### src/rtl/puf_race_arbiter_pkg.sv
// Shared constants for the PUF race arbiter: FSM state codes, settle length, synchroniser depth.
package puf_race_arbiter_pkg;

  localparam logic [2:0] ST_IDLE   = 3'd0;
  localparam logic [2:0] ST_CLEAR  = 3'd1;
  localparam logic [2:0] ST_SETTLE = 3'd2;
  localparam logic [2:0] ST_RACE   = 3'd3;
  localparam logic [2:0] ST_DECIDE = 3'd4;
  localparam logic [2:0] ST_DONE   = 3'd5;

  localparam int unsigned SETTLE_CYCLES = 2;
  localparam int unsigned SYNC_STAGES   = 2;

endpackage

### src/rtl/puf_race_arbiter_sync_2ff.sv
// Single-bit flop-chain synchroniser bringing an asynchronous counter flag into clk.
module sync_2ff
  import puf_race_arbiter_pkg::*;
(
  input  logic clk,
  input  logic reset,
  input  logic d,
  output logic q
);

  logic [SYNC_STAGES-1:0] chain_q;
  logic [SYNC_STAGES-1:0] chain_d;

  // Shift the raw flag into the chain.
  always_comb begin
    chain_d = {chain_q[SYNC_STAGES-2:0], d};
  end

  // Chain registers, cleared on reset.
  always_ff @(posedge clk or posedge reset) begin
    if (reset) chain_q <= '0;
    else       chain_q <= chain_d;
  end

  assign q = chain_q[SYNC_STAGES-1];

endmodule

### src/rtl/puf_race_arbiter.sv
// Ring-oscillator race arbiter: sequences counter clear/enable per response bit,
// decides which counter finishes first and hands the response word to the host.
// Optional race watchdog enabled by defining PUF_TIMEOUT_EN.
module puf_race_arbiter
  import puf_race_arbiter_pkg::*;
#(
  parameter int unsigned RESP_BITS  = 8,
  parameter int unsigned SEL_W      = 4,
  parameter int unsigned CLR_CYCLES = 4
`ifdef PUF_TIMEOUT_EN
  ,
  parameter int unsigned TIMEOUT_CYCLES = 2**24
`endif
) (
  input  logic                         clk,
  input  logic                         reset,
  input  logic                         start,
  input  logic [RESP_BITS*2*SEL_W-1:0] challenge,
  output logic [SEL_W-1:0]             mux_sel_a,
  output logic [SEL_W-1:0]             mux_sel_b,
  output logic                         cnt_reset,
  output logic                         cnt_enable,
  input  logic                         finished_a,
  input  logic                         finished_b,
  output logic                         busy,
  output logic [RESP_BITS-1:0]         resp,
  output logic                         resp_valid,
  input  logic                         resp_ready,
  output logic                         tie,
  output logic                         timeout
);

  localparam int unsigned IDX_W = (RESP_BITS > 1) ? $clog2(RESP_BITS) : 1;
  localparam int unsigned PH_W  = $clog2(CLR_CYCLES + 1);
  localparam int unsigned PAIR_W = 2 * SEL_W;

  logic [2:0]           state_q, state_d;
  logic [IDX_W-1:0]     idx_q, idx_d;
  logic [PH_W-1:0]      ph_q, ph_d;
  logic [PAIR_W-1:0]    chal_q [RESP_BITS];
  logic [PAIR_W-1:0]    chal_d [RESP_BITS];
  logic [PAIR_W-1:0]    chal_in [RESP_BITS];
  logic [SEL_W-1:0]     sel_a_q, sel_a_d, sel_b_q, sel_b_d;
  logic                 bit_q, bit_d;
  logic [RESP_BITS-1:0] resp_q, resp_d;
  logic                 tie_q, tie_d, to_q, to_d;
  logic                 cnt_reset_q, cnt_reset_d, cnt_enable_q, cnt_enable_d;
  logic                 busy_q, busy_d, resp_valid_q, resp_valid_d;
  logic                 load_sel;
  logic                 fa_s, fb_s;

  sync_2ff u_sync_a (.clk(clk), .reset(reset), .d(finished_a), .q(fa_s));
  sync_2ff u_sync_b (.clk(clk), .reset(reset), .d(finished_b), .q(fb_s));

`ifdef PUF_TIMEOUT_EN
  localparam int unsigned WD_W = $clog2(TIMEOUT_CYCLES + 1);
  logic [WD_W-1:0] wd_q, wd_d;
  logic            wd_expired;

  // Watchdog counts consecutive RACE cycles and restarts on every other state.
  always_comb begin
    wd_expired = (wd_q == WD_W'(TIMEOUT_CYCLES - 1));
    wd_d       = ((state_q == ST_RACE) && (state_d == ST_RACE)) ? wd_q + WD_W'(1) : '0;
  end

  // Watchdog register.
  always_ff @(posedge clk or posedge reset) begin
    if (reset) wd_q <= '0;
    else       wd_q <= wd_d;
  end
`endif

  // Split the incoming challenge into per-bit select pairs.
  always_comb begin
    for (int i = 0; i < int'(RESP_BITS); i++) begin
      chal_in[i] = challenge[i*PAIR_W +: PAIR_W];
    end
  end

  // Next-state and next-output logic; outputs are registered versions of the next state's values.
  always_comb begin
    state_d  = state_q;
    idx_d    = idx_q;
    ph_d     = ph_q;
    chal_d   = chal_q;
    sel_a_d  = sel_a_q;
    sel_b_d  = sel_b_q;
    bit_d    = bit_q;
    resp_d   = resp_q;
    tie_d    = tie_q;
    to_d     = to_q;
    load_sel = 1'b0;

    case (state_q)
      ST_IDLE: begin
        if (start) begin
          chal_d   = chal_in;
          resp_d   = '0;
          tie_d    = 1'b0;
          to_d     = 1'b0;
          idx_d    = '0;
          ph_d     = '0;
          load_sel = 1'b1;
          state_d  = ST_CLEAR;
        end
      end
      ST_CLEAR: begin
        if (ph_q == PH_W'(CLR_CYCLES - 1)) begin
          ph_d    = '0;
          state_d = ST_SETTLE;
        end else begin
          ph_d = ph_q + PH_W'(1);
        end
      end
      ST_SETTLE: begin
        if (ph_q == PH_W'(SETTLE_CYCLES - 1)) begin
          ph_d    = '0;
          state_d = ST_RACE;
        end else begin
          ph_d = ph_q + PH_W'(1);
        end
      end
      ST_RACE: begin
        if (fa_s && fb_s) begin
          bit_d   = 1'b0;
          tie_d   = 1'b1;
          state_d = ST_DECIDE;
        end else if (fa_s) begin
          bit_d   = 1'b1;
          state_d = ST_DECIDE;
        end else if (fb_s) begin
          bit_d   = 1'b0;
          state_d = ST_DECIDE;
        end
`ifdef PUF_TIMEOUT_EN
        else if (wd_expired) begin
          bit_d   = 1'b0;
          to_d    = 1'b1;
          state_d = ST_DECIDE;
        end
`endif
      end
      ST_DECIDE: begin
        resp_d[idx_q] = bit_q;
        if (idx_q == IDX_W'(RESP_BITS - 1)) begin
          state_d = ST_DONE;
        end else begin
          idx_d    = idx_q + IDX_W'(1);
          load_sel = 1'b1;
          state_d  = ST_CLEAR;
        end
      end
      ST_DONE: begin
        if (resp_ready) state_d = ST_IDLE;
      end
      default: state_d = ST_IDLE;
    endcase

    if (load_sel) {sel_b_d, sel_a_d} = chal_d[idx_d];

    cnt_reset_d  = (state_d == ST_IDLE) || (state_d == ST_CLEAR) || (state_d == ST_DONE);
    cnt_enable_d = (state_d == ST_RACE);
    busy_d       = (state_d != ST_IDLE) && (state_d != ST_DONE);
    resp_valid_d = (state_d == ST_DONE);
  end

  // State and output registers.
  always_ff @(posedge clk or posedge reset) begin
    if (reset) begin
      state_q      <= ST_IDLE;
      idx_q        <= '0;
      ph_q         <= '0;
      chal_q       <= '{default: '0};
      sel_a_q      <= '0;
      sel_b_q      <= '0;
      bit_q        <= 1'b0;
      resp_q       <= '0;
      tie_q        <= 1'b0;
      to_q         <= 1'b0;
      cnt_reset_q  <= 1'b1;
      cnt_enable_q <= 1'b0;
      busy_q       <= 1'b0;
      resp_valid_q <= 1'b0;
    end else begin
      state_q      <= state_d;
      idx_q        <= idx_d;
      ph_q         <= ph_d;
      chal_q       <= chal_d;
      sel_a_q      <= sel_a_d;
      sel_b_q      <= sel_b_d;
      bit_q        <= bit_d;
      resp_q       <= resp_d;
      tie_q        <= tie_d;
      to_q         <= to_d;
      cnt_reset_q  <= cnt_reset_d;
      cnt_enable_q <= cnt_enable_d;
      busy_q       <= busy_d;
      resp_valid_q <= resp_valid_d;
    end
  end

  assign mux_sel_a  = sel_a_q;
  assign mux_sel_b  = sel_b_q;
  assign cnt_reset  = cnt_reset_q;
  assign cnt_enable = cnt_enable_q;
  assign busy       = busy_q;
  assign resp       = resp_q;
  assign resp_valid = resp_valid_q;
  assign tie        = tie_q;
  assign timeout    = to_q;

endmodule

### config.mk
export PLATFORM = sky130hd
export DESIGN_NAME = puf_race_arbiter
export DESIGN_NICKNAME = d
export VERILOG_FILES = /design/src/rtl/puf_race_arbiter_pkg.sv /design/src/rtl/puf_race_arbiter_sync_2ff.sv /design/src/rtl/puf_race_arbiter.sv
export SDC_FILE = /design/constraint.sdc
export NUM_CORES = 1
export LEC_CHECK = 0
export CORE_ASPECT_RATIO = 1.5
export CORE_MARGIN = 4
export CORE_UTILIZATION = 41
export CTS_CLUSTER_DIAMETER = 150
export DETAILED_ROUTE_END_ITERATION = 12
export GPL_TIMING_DRIVEN = 0
export PLACE_DENSITY = 0.64
export SETUP_SLACK_MARGIN = 0.15
export SYNTH_ARGS = -nofsm -noshare
export SYNTH_HDL_FRONTEND = slang
export SYNTH_HIERARCHICAL = 1
export SYNTH_SLANG_ARGS = --single-unit
### constraint.sdc
create_clock -name clk -period 2.7 [get_ports clk]
set_input_delay 0.405 -clock clk [delete_from_list [all_inputs] [get_ports clk]]
set_output_delay 0.405 -clock clk [all_outputs]
set_load 0.02 [all_outputs]
Word level (Yosys, flattened, before mapping) --
Index checks and enable logic that the tools add are counted.
Word-level totals: bits of input ports 70, output and inout bits 22, flip-flop bits (word level) 99, word-level logic and storage cells 93
Operators by class: reduce and logical (&&, ||, !) cells 16, equal/unequal tests 14, add/sub/neg operators 2, bitwise operators 1, mux-type cells 35, magnitude comparators 3
Operator list (number):
- 2-to-1 mux 64 bit | 2
- 2-to-1 mux 3 bit | 13
- binary-select mux 8 bit (select 3 bit) | 1
- 2-to-1 mux 8 bit | 3
- one-hot mux 3 bit (6 select lines) | 1
- one-hot mux 8 bit (2 select lines) | 1
- equality test 3 x 2 -> 1 bit, second input constant | 4
- equality test 3 bit, second input constant | 4
- equality test 3 x 1 -> 1 bit, second input constant | 3
- one-hot mux 3 bit (3 select lines) | 1
- nonzero test 3 bit | 3
- bitwise mux 8 bit | 1
- 2-to-1 mux 1 bit | 8
- adder 3 x 1 -> 3 bit, second input constant | 2
- zero test 3 bit | 2
- one-hot mux 3 bit (2 select lines) | 1
- AND reduction 2 bit | 3
- greater-or-equal comparator 4 bit, second input constant | 1
- < comparator 3 x 4 -> 1 bit, second input constant | 1
- inequality test 2 bit, second input constant | 2
- inverter 3 -> 4 bit | 1
- one-hot mux 1 bit (2 select lines) | 2
- nonzero test 2 bit | 2
- demux 1 bit (select 3 bit) | 1
- 5 further kinds | 8

Logic depth before layout (Yosys ltp) --
depth after elaboration 7, gate-level depth with buffers 9

Hierarchy --
Netlist, hierarchy kept.
By module, submodules not included:
- puf_race_arbiter | sequential area each 2378.5 sq um, instances 1, cells each 490, area an instance 4827.1 sq um
- sync_2ff | sequential area each 50.0 sq um, instances 2, cells each 3, area an instance 53.8 sq um

Worst setup path before layout --
Ideal clock, no wire load.
kind flip-flop to flip-flop, start point reg state_q[0], end point reg sel_b_q[1], in the netlist mux_sel_b[1], arrival time 1.932 ns, path slack 0.627 ns, stages on the path, launching flop included 8, setup time 0.140 ns, required time 2.560 ns, path buffers 2, period minus slack after synthesis 2.073 ns, path through dfrtp_1 > buf_6 > nor4b_2 > buf_6 > mux2_4 > or3_1 > a32oi_1 > o211ai_1
RTL lines:
- start, declared | line puf_race_arbiter.sv:37 | logic [2:0] state_q, state_d;
- start signal, assigned | line puf_race_arbiter.sv:185 | state_q <= state_d;
- end signal, assigned | line puf_race_arbiter.sv:190 | sel_b_q <= sel_b_d;
- end, declared | line puf_race_arbiter.sv:43 | logic [SEL_W-1:0] sel_a_q, sel_a_d, sel_b_q, sel_b_d;

==> reports/results.txt <==
WL/cell - 16.3 um
RSZ-0062 raised after global routing - false
Reg power frac - 37.3%
number of cells on the worst reg-to-reg path - 7
worst-path fanout max - 10
Initial DRC Count - 185
share of cells above drive strength 1 - 13.1%
Clock Tree Buf Depth - 2
flop2flop setup slack - 0.36 ns
count of flip-flops with a built-in enable after synthesis - 0
die height - 142 um
Combinational Power Share - 43.5%
GP Congestion - 0.854
vias in the first global route - 4090
fin. max-slew vios - 0
PnR worst setup slack - 0.263 ns
worst hold path type - primary input to async pin
synth warn - 6
Cell Chain, Critical Path - clkdlybuf4s50_1 -> nor4b_2 -> buf_6 -> mux2_4 -> or3_1 -> a32oi_1 -> o211ai_1
minimum clock period - 2.44 ns
IO buf count - 90
Final Setup Violations - 0
Area growth, synth to finish - 29.1%
reg2reg start - idx_q[1]
post-synthesis sequential area ratio - 50.2%
pwr dens - 998 nW/um^2
switching pwr - 2.39 mW
ANT cells - 0
Vias - 3915
Cells after Synth - 496
final setup TNS - 0 ns
hold_buf cts - 0
PnR Total Power - 6.36 mW
Placed Area - 6070 um^2
final period utilization - 90.3%
f_max - 410 MHz
top post-synthesis cells by area - dfrtp_1 (50%), nand2_1 (10%), mux2i_1 (3.4%)
Mapped Area - 4930 um^2
synth unique cells - 58
critical path's top delay family - buffers and inverters
Syn Area/Cell - 9.95 um^2
multi-input logic area - 2190 um^2
Reg area - 2480 um^2
crit path kind - primary input to flip-flop
critical path depth - 7
pre-CTS setup slack - -0.107 ns
fin cells - 755
Crit. End Element - flip-flop
worst path required time - 2.90 ns
Num CTS Buffers - 9
clk_lat worst skew - 0.34 ns
Final ANT Viol Nets - 0
DP HPWL - 9450 um
Final Util - 54.7%
Die Width - 97.6 um
worst-margin pin slew - 0.762 ns
Die ar. - 13900 um^2
Starting Density - 42.4%
Final Cell Area - 6370 um^2
area of the core - 11700 um^2
number of H-tree levels - 3
Max Cap Violations - 0
Slowest cell on crit path - clkdlybuf4s50_1
ys async rst share - 100%
Slew headroom - 49.1%
ys flop type - dfrtp_1
reg2reg end - mux_sel_a[2]
CTS sink count - 99
fillers - 1094
first-pass GRT wire length - 20200 um
GRT Util Overall - 18.0%
Final Hold Viols - 0
Placed Cells - 738
Clk pwr share - 19.2%
Congestion Overflow GR - 0
CTS clk-pin slew, worst paths - 0.07 ns
drt drc - 0
Avg Vias per Cell - 5.19
most common cell after layout, fill and taps aside - nand2_1
row count - 48
top cell type's share of synthesized area - 49.7%
post-synth top area cell - dfrtp_1
boundary pin count - 92
nets@finish - 676
initial antenna violation count - 0
Fin Hold WS - 0.307 ns
startpoint type of the worst setup path - primary input
Internal - 3.96 mW
CTS tree - yes
Worst VDD drop - 0.000417 V
WP data arrival - 2.64 ns
CP max stage delay - 0.64 ns
Seq cells post-synth - 99
largest net degree at the start of global routing - 43
P_leak - 2.89 nW
Mapped Nets - 572
outcome - finished, final reports clean
number of detailed-route iterations in the first pass - 4
Root Driver - clkbuf_16
Buffers & Inverters on Critical Path - 2
switch share - 37.7%
Worst Skew - 0.0122 ns
commonest cells after routing, fill and taps aside - nand2_1 (133), dfrtp_1 (98), clkdlybuf4s50_1 (90)
WL final - 12300 um
-- sequential cells by signal, summed over array words and instances, names as in the netlist, 2 cells and up --
register	cells
u_sync_b/chain_q	2
chal_q	64
idx_q	3
mux_sel_a	4
u_sync_a/chain_q	2
ph_q	3
resp	8
mux_sel_b	4
state_q	3
-- power by group through the flow --
| stage | sequential, mW | clock [mW] | combinational (mW) |
|---|---|---|---|
| after floorplan | 2.40 | 0 | 1.86 |
| after global placement | 2.37 | 0 | 2.66 |
| after detailed placement | 2.40 | 0 | 2.74 |
| after CTS | 2.37 | 1.25 | 2.76 |
| after global routing | 2.43 | 1.31 | 3.06 |
| final | 2.37 | 1.22 | 2.76 |
-- routing by layer --
metal	part of all wire, %	vias to the layer above	global-route usage [%]	routed length, um
li1	-	1940	-	-
met1	43	1859	22.7	5330
met2	50	102	30.8	6200
met3	4.6	14	2.99	567
met4	1.9	0	7.08	229
met5	0	-	0	0
-- final cells by class --
class / instances / share of cell area (%)
Multi-Input combinational cell: 343 / 34.4
Buffer: 31 / 2.96
Sequential cell: 99 / 38.9
Timing Repair Buffer: 93 / 14.9
Tap cell: 150 / 2.95
Clock inverter: 5 / 0.550
Inverter: 23 / 1.41
Clock buffer: 11 / 3.97
-- cell usage after synthesis (2+ instances only) --
master / n
a21o_1: 8
a21oi_1: 6
a31o_2: 2
a31oi_1: 4
a32oi_1: 8
and2_1: 9
buf_1: 3
buf_2: 10
buf_4: 6
buf_6: 5
clkbuf_1: 7
dfrtp_1: 98
ha_1: 6
inv_1: 21
mux2_2: 10
mux2_4: 7
mux2i_1: 17
nand2_1: 133
nand2b_1: 7
nand3_1: 13
nor2_1: 12
nor2_4: 2
nor2b_1: 2
nor3_1: 4
nor3b_1: 3
o2111ai_1: 14
o211ai_1: 16
o21ai_0: 19
o311ai_1: 6
or2_2: 4
or3_1: 7
-- cells by family after synthesis --
logic type / share of synthesized area [%]
buffers and inverters: 5.58
and+or+nand+nor: 20.0
muxes: 7.86
DFF: 50.2
adders and majority gates: 1.52
xor gates and xnor gates: 0.178
other: 0.0760
AOI/OAI and AO/OA: 14.6
-- repair_timing --
action | 4_1_cts | 5_1_grt
endpoints found under the hold margin | 0 | 0
endpoints found under the setup margin | 0 | 6
resized for setup | 0 | 2
setup buffers | 0 | 1
-- worst register-to-register path, cell delays in order, from the launching register on --
cell and delay, ns:
dfrtp_1 0.47, ha_2 0.29, nor3b_2 0.47, o211ai_2 0.19, buf_6 0.20, mux2i_1 0.12, o311ai_1 0.31, o211ai_1 0.15
-- how the worst max path moves through the flow --
| stage | startpoint | end | slack [ns] |
|---|---|---|---|
| after floorplan | state_q[0] | mux_sel_b[1] | 0.63 |
| after global placement | start | mux_sel_a[0] | -0.07 |
| after detailed placement | start | mux_sel_a[0] | -0.11 |
| after CTS | idx_q[1] | mux_sel_a[2] | 0.25 |
| after global routing | start | mux_sel_a[0] | 0.16 |
| final | start | mux_sel_a[0] | 0.26 |
Note: power is estimated with default switching activity, not from simulation.
==> variant 1, RTL diff (config.mk and constraints unchanged) <==
Add a define of `PUF_TIMEOUT_EN`.
--- a/src/rtl/puf_race_arbiter.sv
+++ b/src/rtl/puf_race_arbiter.sv
@@ -2,4 +2,6 @@
 // decides which counter finishes first and hands the response word to the host.
 // Optional race watchdog enabled by defining PUF_TIMEOUT_EN.
+`define PUF_TIMEOUT_EN
+
 module puf_race_arbiter
   import puf_race_arbiter_pkg::*;
Function: same outputs for any inputs over 10 cycles, from zero or initial values and one cycle with reset high; that may be too few to reach the edited logic, so the function may still have changed.
==> variant 1 against the original RTL <==
  * Clock power is 79% higher
  * Sequential cell count is 26 higher
  * Synthesized cell count is 19% higher
  * Via count is 20% higher
  * Area after synthesis is 21% higher
  * Clock skew is 0.0051 ns lower
  * Worst setup slack worse by 0.033 ns
  * Global-route usage is 1.4 points higher
  * Power is 17% higher
  * Non-clock buffer count stayed put
  * Sequential power is 18% higher
  * Wire length is 25% higher
  * Final area is 22% higher
  * Critical endpoint is now mux_sel_b[2]
  * Largest power group is now sequential cells
==> variant 1: results (changes against the original RTL) <==
Worst-path maximum fanout -> 10 (unchanged)
Dpl cells -> 876 (+19%)
Total GRT Usage -> 0.193 (+0.0136)
# port buffers -> 91 (+1.1%)
Vias in the first global route -> 4,866 (+19%)
CTS Buffer Depth -> 2 (unchanged)
Iteration-0 DRC count of the detailed router -> 193 (+4.3%)
ANT cells -> 0 (unchanged)
Place WS -> -0.0704 ns (+0.0361 ns)
Setup slack, reg-to-reg -> 0.23 ns (-0.13 ns)
Post-synth top cells -> 139 x nand2_1, 124 x dfrtp_1, 41 x nor2_1
Crit-path slowest cell -> nor4b_1
Syn Nets -> 667 (+17%)
Cts bufs inserted -> 17 (+8)
Worst vdd ir -> 0.000502 V (+20%)
Fin Clk Skew -> 0.00707 ns (-0.00511 ns)
P_leak -> 3.32 nW (+15%)
Area delta synth->final -> 30.4%
Layout Nets -> 781 (+16%)
Library cells used by synthesis -> 62 (+6.9%)
Synth top area cells -> dfrtp_1 52%, nand2_1 8.8%, mux2i_1 3.9%
WP data arrival -> 2.81 ns (+0.17 ns)
GPL Wtd Cong -> 0.832 (-2.6%)
Slew margin rel. -> 0.466 (-0.0250)
Post-synthesis sequential area ratio -> 0.525 (+0.0228)
Async S/R FF share, synth -> 1.00 (unchanged)
DR vias/cell -> 5.16 (-0.50%)
Avg Cell Area, Syn -> 10.1 sq um (+1.5%)
Hold Slack -> 0.241 ns (-0.0663 ns)
Vias -> 4,690 (+20%)
Critical Path Max Stage Delay -> 0.77 ns (+0.13 ns)
Max reg flops -> 64 (unchanged)
First drt pass iteration count -> 5 (+1)
Biggest register -> chal_q
Top FF cell, synth -> dfrtp_1
Largest net degree at the start of global routing -> 39 (-9.3%)
Antenna violations before repair -> 0 (unchanged)
Final worst path period need -> 2.47 ns (+0.0330 ns)
Worst-Skew Late Latency -> 0.42 ns (+0.08 ns)
Final HPWL DP -> 11.4 mm (+21%)
Post-route setup TNS -> 0 ns (unchanged)
Tightest Hold Check Type -> primary input to async pin
Share of post-route cells with drive strength above 1 -> 0.121 (-0.00924)
H-Tree Depth -> 4 (+1)
CTS root buffer -> clkbuf_16
Ys Warns -> 6 (unchanged)
Status -> complete, no violations
Clk pin slew, worst setup/hold paths -> 0.06 ns
First-pass GRT wire length -> 24.8 mm (+23%)
Routed WL per cell -> 17.0 um (+4.0%)
## variant 1: changes by cell type after synthesis, sizes merged, moves of 12 or more
cell	delta
nor2	+28
dfrtp	+26
nand3	+18
o2111ai	-13
xnor2	+12
## variant 1: metal layers
metal	GRT usage	up-vias	routed length [um]
met4	0.0719	0	352
met5	0	-	0
met2	0.343	141	8030
li1	-	2254	-
met1	0.225	2270	6200
met3	0.0484	25	832
## variant 1: where the power goes
part / switching [mW] / internal (mW)
Clock: 0.865 / 1.31
Sequential: 0.304 / 2.49
Combinational: 1.37 / 1.10
Total: 2.54 / 4.90
## variant 1: stage by stage
stage | power (mW) | area [sq um] | util
after global placement | 5.17 | 7110 | 0.504
after global routing | 7.89 | 7770 | 0.550
after CTS | 7.48 | 7760 | 0.549
final | 7.44 | 7770 | 0.550
after detailed placement | 5.28 | 7170 | 0.508
after floorplan | 4.45 | 5960 | -
## variant 1: logic make-up after synthesis
logic type | count (synthesis) | share of synthesized area
compound gates | 65 | 0.0827
xor+xnor | 21 | 0.0309
fa+ha+maj | 7 | 0.0147
buf+inv | 54 | 0.0453
flops | 125 | 0.525
mux | 42 | 0.0745
simple gates | 276 | 0.227
## variant 1: final timing paths
path / start / endpoint / depth (start not counted)
max: idx_q[2] / mux_sel_b[2] / 6
min: reset / u_sync_a/chain_q[0] / 2
max reg2reg: idx_q[2] / mux_sel_b[2] / 6
min reg2reg: u_sync_a/chain_q[0] / u_sync_a/chain_q[1] / 0
max in group asynchronous: reset / mux_sel_a[2] / 4
min in group clk: u_sync_a/chain_q[0] / u_sync_a/chain_q[1] / 0
## variant 1: area by class of cell
cell class | instances | area, sq um
Timing Repair Buffer | 95 | 978
Inverter | 25 | 97.6
Multi-Input combinational cell | 411 | 2580
Fill cell | 1250 | 6350
Sequential cell | 125 | 3130
Tap cell | 192 | 240
Clock inverter | 13 | 118
Clock buffer | 19 | 453
Buffer | 29 | 178
## variant 1: what timing repair did
item	4_1_cts	5_1_grt
pin swaps	0	1
resized for setup	2	3
gates cloned	0	0
endpoints found under the setup margin	5	8
setup buffers	0	1
## variant 1: worst max-delay path, delay by kind of cell (launching register included)
| kind | cells | cell delay [ns] |
|---|---|---|
| buf+inv | 1 | 0.18 |
| simple gates | 3 | 1.63 |
| compound gates | 2 | 0.21 |
| flops | 1 | 0.35 |
==> variant 2, RTL diff (config.mk and constraints unchanged) <==
Made on the original files. Register the output `cnt_enable` once more, without a reset; this adds one clock of latency there. The other outputs are not delayed to match.
--- a/src/rtl/puf_race_arbiter.sv
+++ b/src/rtl/puf_race_arbiter.sv
@@ -203,5 +203,7 @@
   assign mux_sel_b  = sel_b_q;
   assign cnt_reset  = cnt_reset_q;
-  assign cnt_enable = cnt_enable_q;
+  always_ff @(posedge clk) begin
+    cnt_enable <= cnt_enable_q;
+  end
   assign busy       = busy_q;
   assign resp       = resp_q;
Behaviour: not the same (a bounded check fails within 10 cycles, from zero or initial values and one cycle with reset high).
==> variant 2 against the original RTL <==
  * Maximum frequency increased by 2.6%
  * Sequential cell count is 1 higher
  * Wire length down 1.9%
  * Non-clock buffer count did not move
  * Area after synthesis up 0.41%
  * Power increased by 0.23%
  * Final area is 0.26% higher
  * Worst setup slack gained 0.063 ns
  * Critical path type is now register to register
  * Largest cell class unchanged
==> variant 2: results (changes against the original RTL) <==
Layout Nets -> 677 (+0.15%)
Clock Buffer Count -> 12 (+1)
Fillers -> 1,085 (-0.82%)
Place WS -> -0.116 ns (-0.00941 ns)
P_leak -> 2.90 nW (+0.38%)
Fin Clk Skew -> 0.0112 ns (-0.00102 ns)
Syn Nets -> 573 (+0.17%)
FF-to-FF End -> mux_sel_b[3]
Synth top area cells -> dfrtp_1 49%, nand2_1 10%, mux2i_1 3.4%
Synth Area in Adders -> 0.0152 (-0.0000615)
Status -> complete, no violations
FF+latch count -> 100 (+1.0%)
Final HPWL DP -> 9.41 mm (-0.43%)
Largest net degree at the start of global routing -> 40 (-7.0%)
Setup slack, reg-to-reg -> 0.33 ns (-0.03 ns)
Die X -> 97.8 um (+0.19%)
Compound-Gate Fraction of Synth Area -> 0.145 (-0.000588)
Mux cell area share after synthesis -> 0.0783 (-0.000318)
Avg Cell Area, Syn -> 9.97 sq um (+0.20%)
Multi-input combinational area share -> 0.342 (-0.00205)
Iteration-0 DRC count of the detailed router -> 171 (-7.6%)
Total GRT Usage -> 0.178 (-0.00183)
Vias in the first global route -> 4,028 (-1.5%)
Synth Area in XOR/XNOR -> 0.00177 (-0.00000717)
Vias -> 3,923 (+0.20%)
Clock network share of area -> 0.0452 (+0.0000809)
First drt pass iteration count -> 5 (+1)
WL final -> 12.1 mm (-1.9%)
Slew margin rel. -> 0.458 (-0.0326)
Async S/R FF share, synth -> 0.990 (-0.0100)
WP data arrival -> 2.58 ns (-0.06 ns)
Dpl cells -> 739 (+0.14%)
Routed WL per cell -> 16.0 um (-2.0%)
First-pass GRT wire length -> 20.1 mm (-0.95%)
Worst vdd ir -> 0.000381 V (-8.7%)
Library cells used by synthesis -> 59 (+1.7%)
GPL Wtd Cong -> 0.835 (-2.2%)
Post-synthesis sequential area ratio -> 0.504 (+0.00201)
Post-layout util -> 0.548 (+0.00140)
Layout non-clock buf frac -> 0.178 (about the same)
Worst-Skew Late Latency -> 0.35 ns
[variant 2: worst max-delay path: cells and delay by family (launching register included)]
kind / cells / cell delay (ns)
adders and majority gates: 1 / 0.29
AOI/OAI and AO/OA: 3 / 0.68
muxes: 1 / 0.12
DFF: 1 / 0.46
buffers and inverters: 1 / 0.19
and+or+nand+nor: 1 / 0.50
[variant 2: worst max path at each step]
| stage | cells after the start | startpoint | slack, ns | to |
|---|---|---|---|---|
| 2_1_floorplan | 7 | state_q[0] | 0.63 | mux_sel_b[1] |
| 3_5_place_dp | 7 | start | -0.12 | mux_sel_a[0] |
| 3_3_place_gp | 7 | start | -0.06 | mux_sel_a[1] |
| 5_1_grt | 7 | idx_q[1] | 0.17 | mux_sel_b[1] |
| 4_1_cts | 9 | idx_q[1] | 0.21 | mux_sel_a[2] |
| 6_report | 7 | idx_q[1] | 0.33 | mux_sel_b[3] |
[variant 2: metal layers]
metal  GRT usage  wire length [um]  vias up  share of wire
li1            -                 -     1936              -
met1       0.226              5140     1836           0.42
met2       0.302              6020      122           0.50
met3      0.0303               571       29          0.047
met4      0.0744               364        0          0.030
met5           0                 0        -              0
[variant 2: cell families after synthesis]
| family | after synthesis |
|---|---|
| simple gates | 206 |
| mux | 34 |
| flops | 100 |
| fa+ha+maj | 6 |
| compound gates | 95 |
| other cells | 1 |
| buf+inv | 54 |
| xor+xnor | 1 |
[variant 2: repair_timing]
item / CTS / global route
buffers inserted: 0 / 1
endpoints found under the setup margin: 0 / 5
resized for setup: 0 / 2
[variant 2: power by group]
| part | total (mW) | internal, mW | leakage (nW) | switching [mW] |
|---|---|---|---|---|
| combinational | 2.75 | 1.19 | 1.52 | 1.56 |
| clock | 1.24 | 0.680 | 0.135 | 0.555 |
| sequential | 2.38 | 2.11 | 1.25 | 0.273 |
